===== config.mk =====
export PLATFORM = sky130hd
export DESIGN_NAME = icache_refill
export DESIGN_NICKNAME = d
export VERILOG_FILES = /design/src/rtl/icache_pkg.sv /design/src/rtl/icache_refill.sv
export SDC_FILE = /design/constraint.sdc
export NUM_CORES = 1
export LEC_CHECK = 0
export BUFFER_PORTS_ARGS = -buffer_cell sky130_fd_sc_hd__buf_2
export CORE_MARGIN = 2
export CORE_UTILIZATION = 45
export DETAILED_ROUTE_END_ITERATION = 8
export PLACE_DENSITY = 0.78
export SYNTH_ARGS = -nofsm -noshare
export SYNTH_HDL_FRONTEND = slang
export SYNTH_SLANG_ARGS = --single-unit

===== constraint.sdc =====
create_clock -name clk -period 3.1 [get_ports clk]
set_input_delay 0.31 -clock clk [delete_from_list [all_inputs] [get_ports clk]]
set_output_delay 0.31 -clock clk [all_outputs]
set_load 0.005 [all_outputs]

===== src/rtl/icache_pkg.sv =====
// Shared ICache definitions: refill FSM states, line geometry and the word
// index type used by the refill engine and the ICache tag/data arrays.
// Latency: n/a (types and constants only). Backpressure: n/a.
package icache_pkg;

  // Words per cache line (power of two, >= 2).
  localparam int LINE_WORDS = 4;

  // Word-index width and byte-offset width of one line.
  localparam int IDX_W      = $clog2(LINE_WORDS);
  localparam int LINE_OFF_W = IDX_W + 2;

  // Word index within a line.
  typedef logic [IDX_W-1:0] idx_t;

  // Refill engine states.
  typedef enum logic [1:0] {
    IDLE  = 2'd0,
    ISSUE = 2'd1,
    DRAIN = 2'd2
  } state_t;

endpackage


===== src/rtl/icache_refill.sv =====
// ICache line refill from the synchronous boot ROM, critical word first with wrap-around.
// Latency: ack and first ROM read 1 cycle after the request; first refill word 3 cycles after; line done after LINE_WORDS+2.
// Backpressure: none downstream (the ICache always sinks words); requests while busy are ignored, abort cancels at any time.
//
// Ports:
//   clk, rst            - clock; asynchronous active-high reset
//   miss_req_i/addr_i   - miss request (held until miss_ack_o) and byte address
//   abort_i             - fetch redirect/flush, cancels the refill in progress
//   miss_ack_o, busy_o  - one-cycle acceptance pulse; engine not idle
//   rom_en_o/addr_o     - ROM read port; rom_data_i valid one cycle after rom_en_o
//   refill_*_o          - refill word stream: valid, data, index in line, last word
module icache_refill #(
  parameter int ADDR_W     = 32,
  parameter int DATA_W     = 32,
  parameter int LINE_WORDS = icache_pkg::LINE_WORDS
) (
  input  logic                          clk,
  input  logic                          rst,
  input  logic                          miss_req_i,
  input  logic [ADDR_W-1:0]             miss_addr_i,
  input  logic                          abort_i,
  output logic                          miss_ack_o,
  output logic                          busy_o,
  output logic                          rom_en_o,
  output logic [ADDR_W-1:0]             rom_addr_o,
  input  logic [DATA_W-1:0]             rom_data_i,
  output logic                          refill_valid_o,
  output logic [DATA_W-1:0]             refill_data_o,
  output logic [$clog2(LINE_WORDS)-1:0] refill_idx_o,
  output logic                          refill_last_o
);

  import icache_pkg::*;

  localparam int IW = $clog2(LINE_WORDS);
  localparam logic [ADDR_W-1:0] OFF_MASK = ADDR_W'(LINE_WORDS * 4 - 1);
  localparam logic [IW-1:0]     K_LAST   = IW'(LINE_WORDS - 1);

  state_t            r_state;
  state_t            w_state_nxt;
  logic              w_accept;
  logic              w_issue;

  logic [ADDR_W-1:0] r_base;
  logic [IW-1:0]     r_crit;
  logic [IW-1:0]     r_k;
  logic              r_drn;
  logic              r_ack;

  // Response pipe stage aligned with rom_data_i.
  logic              r_p_vld;
  logic [IW-1:0]     r_p_idx;
  logic              r_p_last;

  // Output register stage.
  logic              r_o_vld;
  logic [DATA_W-1:0] r_o_dat;
  logic [IW-1:0]     r_o_idx;
  logic              r_o_last;

  logic [IW-1:0]     w_iss_idx;
  logic [ADDR_W-1:0] w_iss_addr;
  logic              w_p_keep;

  // Index wraps naturally in IW bits, giving (c+k) mod LINE_WORDS.
  assign w_iss_idx  = r_crit + r_k;
  // Base is line-aligned, so adding the word offset never carries into the
  // tag; the sum still wraps modulo 2^ADDR_W.
  assign w_iss_addr = r_base + ADDR_W'({w_iss_idx, 2'b00});
  assign w_issue    = (r_state == ISSUE);
  // An abort on the same edge discards anything in the pipe.
  assign w_p_keep   = r_p_vld && !abort_i;

  // State register.
  always_ff @(posedge clk or posedge rst) begin
    if (rst) begin
      r_state <= IDLE;
    end else begin
      r_state <= w_state_nxt;
    end
  end

  // Next-state logic and state-decoded outputs.
  always_comb begin
    w_state_nxt = r_state;
    w_accept    = 1'b0;
    case (r_state)
      IDLE: begin
        if (miss_req_i && !abort_i) begin
          w_state_nxt = ISSUE;
          w_accept    = 1'b1;
        end
      end
      ISSUE: begin
        if (abort_i) begin
          w_state_nxt = IDLE;
        end else if (r_k == K_LAST) begin
          w_state_nxt = DRAIN;
        end
      end
      DRAIN: begin
        // Two cycles: one for the last ROM read, one for the output register.
        if (abort_i || r_drn) begin
          w_state_nxt = IDLE;
        end
      end
      default: begin
        w_state_nxt = IDLE;
      end
    endcase
  end

  // Request capture and issue/drain counters.
  always_ff @(posedge clk or posedge rst) begin
    if (rst) begin
      r_base <= '0;
      r_crit <= '0;
      r_k    <= '0;
      r_drn  <= 1'b0;
      r_ack  <= 1'b0;
    end else begin
      r_ack <= w_accept;
      if (w_accept) begin
        r_base <= miss_addr_i & ~OFF_MASK;
        r_crit <= miss_addr_i[IW+1:2];
        r_k    <= '0;
      end else if (w_issue) begin
        // Wraps back to 0 after the last issue, ready for the next line.
        r_k <= abort_i ? '0 : r_k + 1'b1;
      end
      r_drn <= (r_state == DRAIN) && !abort_i && !r_drn;
    end
  end

  // Response pipe and output register.
  always_ff @(posedge clk or posedge rst) begin
    if (rst) begin
      r_p_vld  <= 1'b0;
      r_p_idx  <= '0;
      r_p_last <= 1'b0;
      r_o_vld  <= 1'b0;
      r_o_dat  <= '0;
      r_o_idx  <= '0;
      r_o_last <= 1'b0;
    end else begin
      r_p_vld  <= w_issue && !abort_i;
      r_p_idx  <= w_issue ? w_iss_idx : '0;
      r_p_last <= w_issue && (r_k == K_LAST);
      r_o_vld  <= w_p_keep;
      r_o_dat  <= w_p_keep ? rom_data_i : '0;
      r_o_idx  <= w_p_keep ? r_p_idx : '0;
      r_o_last <= w_p_keep && r_p_last;
    end
  end

  assign miss_ack_o     = r_ack;
  assign busy_o         = (r_state != IDLE);
  assign rom_en_o       = w_issue;
  assign rom_addr_o     = w_issue ? w_iss_addr : '0;
  assign refill_valid_o = r_o_vld;
  assign refill_data_o  = r_o_dat;
  assign refill_idx_o   = r_o_idx;
  assign refill_last_o  = r_o_last;

endmodule


==> results_dict.tcl <==
set metrics [dict create \
    ir_drop_uv 306 \
    grt_start_max_net_pins 37 \
    synth_area_um2 2890 \
    synth_seq_area_share 0.657 \
    crit_path_end_kind "output port" \
    htree_levels 3 \
    clk_pin_slew_ps 80 \
    power-per-cell-area_nw_per_um2 555 \
    synthCells 206 \
    syn_to_final_growth_pct 31.9 \
    antenna_found_initial 0 \
    avgSynthCellArea_um2 14.0 \
    synth.distinct_cells 24 \
    rsz0062_at_grt "no" \
    path_cells "nand2b_1 -> inv_1 -> and2_1 -> buf_2" \
    setup-tns-final_ps 0 \
    clock_path_buffers 2 \
    yosys_warnings 0 \
    diodes 0 \
    dp_hpwl_mm 4.06 \
    worstPathMaxFanout 32 \
    io_buffers 134 \
    crit_arrival_ps 1900 \
    met1_usage 0.208 \
    path_buf_inv 2 \
    grt_usage 0.173 \
    cts.root.buffer_cell "clkbuf_8" \
    die_w_um 84.2 \
    finalCritPeriodShare 0.714 \
    grt_pass1_wl_mm 9.54 \
    first_pass_iters 3 \
    ios 139 \
    fin_skew_ps 6.69 \
    met2_usage 0.283 \
    hold_ws_ps 173 \
    design_area_um2 3820 \
    chipHeight_um 84.2 \
    clk_latency_ps 340 \
    worst_pin_slew_ps 1050 \
    cts_tree "done" \
    top_usage_layer "met2" \
    die-area_um2 7090 \
    finalCriticalPeriod_ps 2210 \
    cts.sinks 76 \
    drv_cap 0 \
    status "finished, final reports clean" \
    synth-seq-cells 76 \
    required_ps 2790 \
    place.gp.congestion 0.783 \
    setup_violations 0 \
    fin_nets 415 \
    critical_path_class "flop to output port" \
    final_cells 427 \
    dp.cells 410 \
    max_freq_mhz 452 \
    start_kind "flop" \
    dpl_cell_area_um2 3620 \
    power_uw 2120 \
    cpMaxStageDelayCell "inv_1" \
    hold_violations 0 \
    cpPeakStageDelay_ps 550 \
    slew_viol_final 0 \
    drc 0 \
    grt_pass1_vias 2057 \
    grt.met3_usage 0.0590 \
    grt_overflow 0 \
    fp-row-count 29 \
    p_leak_uw 0.00212 \
    initialDrtViolationCount 73 \
    ant_nets 0 \
    initial_core_util 0.461 \
    wl_per_cell_um 13.5 \
    vias 1969 \
    core_area_um2 6280 \
    vias_per_cell 4.61 \
    maxSlewHeadroom 0.300 \
    drive_gt1_frac 0.537 \
    min_path_type "input pin to flop" \
    post-cts-setup-buffers 0 \
    crit_family "buffers and inverters" \
    wirelength_mm 5.75 \
    cts_buffers 9 \
]
==> placed cells by master, fill, tap and decap left out <==
| cell | n |
|---|---|
| a2111oi_0 | 1 |
| a21oi_1 | 1 |
| a32o_1 | 1 |
| and2_1 | 64 |
| and2b_1 | 1 |
| buf_2 | 134 |
| buf_4 | 3 |
| clkbuf_8 | 12 |
| clkinv_2 | 4 |
| clkinvlp_4 | 1 |
| conb_1 | 2 |
| dfrtp_1 | 76 |
| dlygate4sd3_1 | 1 |
| ha_1 | 2 |
| inv_1 | 3 |
| mux2_1 | 1 |
| mux2_2 | 30 |
| nand2_1 | 1 |
| nand2b_1 | 1 |
| nor2_1 | 4 |
| nor2b_2 | 1 |
| nor4b_4 | 1 |
| o21bai_1 | 1 |
| or2_2 | 1 |
| or3b_2 | 1 |
| xnor2_1 | 1 |
| xor2_1 | 1 |
==> metal layers <==
metal,routed length [um],part of all wire,up-vias
met5,0,0,-
met4,88,0.015,0
met3,493,0.086,8
met2,2860,0.50,81
met1,2310,0.40,946
li1,-,-,934
==> registers in the layout, indices dropped and copies added, names as in the netlist, 2 cells and up <==
signal and flops:
refill_data_o 32, refill_idx_o 2, r_state 2, r_p_idx 2, r_crit 2, r_base 28
r_k 2
==> final timing paths <==
kind,from,end,slack [ps],cells after the start
setup / recovery,r_state[1],rom_addr_o[2],890,4
hold / removal,rom_data_i[12],refill_data_o[12],170,2
setup reg to reg,r_state[0],r_base[23],1440,3
hold reg to reg,r_p_idx[0],refill_idx_o[0],450,1
max in group asynchronous,rst,refill_data_o[28],1870,4
min in group asynchronous,rst,r_base[16],490,3
==> area by class of cell <==
class / instances / area, um^2
fillers: 508 / 2460
flip-flops and latches: 76 / 1900
multi-input cells: 116 / 911
repair buffers: 138 / 703
clock buffers: 12 / 165
well taps: 77 / 96.3
clock inverters: 4 / 22.5
inverters: 4 / 16.3
==> cells by family (layout without fill, tap and decap cells) <==
logic type	count (synthesis)	after routing	share of synthesized area
DFF	76	76	0.657
adders and majority gates	2	2	0.00865
xor gates and xnor gates	2	2	0.00606
and+or+nand+nor	75	75	0.165
AOI/OAI and AO/OA	4	4	0.0108
buffers and inverters	15	158	0.0298
muxes	31	31	0.121
other	1	2	0.00130
==> power breakdown <==
group          internal, uW  switching (uW)  total (uW)
Combinational           167             117         284
Sequential             1090            45.3        1130
Clock                   352             346         698
==> per-stage QoR <==
| stage | util | setup WS, ps |
|---|---|---|
| final | 0.608 | 886 |
| after global routing | 0.608 | 667 |
| after CTS | 0.608 | 807 |
| after detailed placement | 0.576 | 1190 |
| after global placement | 0.576 | 1170 |
| after floorplan | - | 852 |
==> worst reg2reg max path, cell delays in order, from the launching register on <==
cell and delay [ps]:
dfrtp_1 470, nor4b_4 270, buf_4 390, mux2_2 410
==> cell usage after synthesis <==
| master | count | area, um^2 |
|---|---|---|
| nand2_1 | 1 | 3.75 |
| and2_1 | 64 | 400 |
| nand2b_1 | 1 | 6.26 |
| buf_6 | 3 | 33.8 |
| xor2_1 | 1 | 8.76 |
| or3b_2 | 1 | 8.76 |
| nor4b_4 | 1 | 23.8 |
| and2b_1 | 1 | 7.51 |
| dfrtp_1 | 76 | 1900 |
| a2111oi_0 | 1 | 8.76 |
| or2_2 | 1 | 6.26 |
| a21oi_1 | 1 | 5.00 |
| mux2_1 | 1 | 11.3 |
| mux2_2 | 30 | 338 |
| nor2_1 | 4 | 15.0 |
| conb_1 | 1 | 3.75 |
| nor2b_1 | 1 | 6.26 |
| a32o_1 | 1 | 10.0 |
| o21bai_1 | 1 | 7.51 |
| inv_1 | 4 | 15.0 |
| ha_1 | 2 | 25.0 |
| xnor2_1 | 1 | 8.76 |
| buf_4 | 2 | 15.0 |
| clkbuf_1 | 6 | 22.5 |
==> what timing repair did <==
item,CTS,global route
hold buffers,1,0
hold endpoints to repair,21,0
gates resized for setup,0,0
No activity file was read; power rests on OpenSTA's default activity.
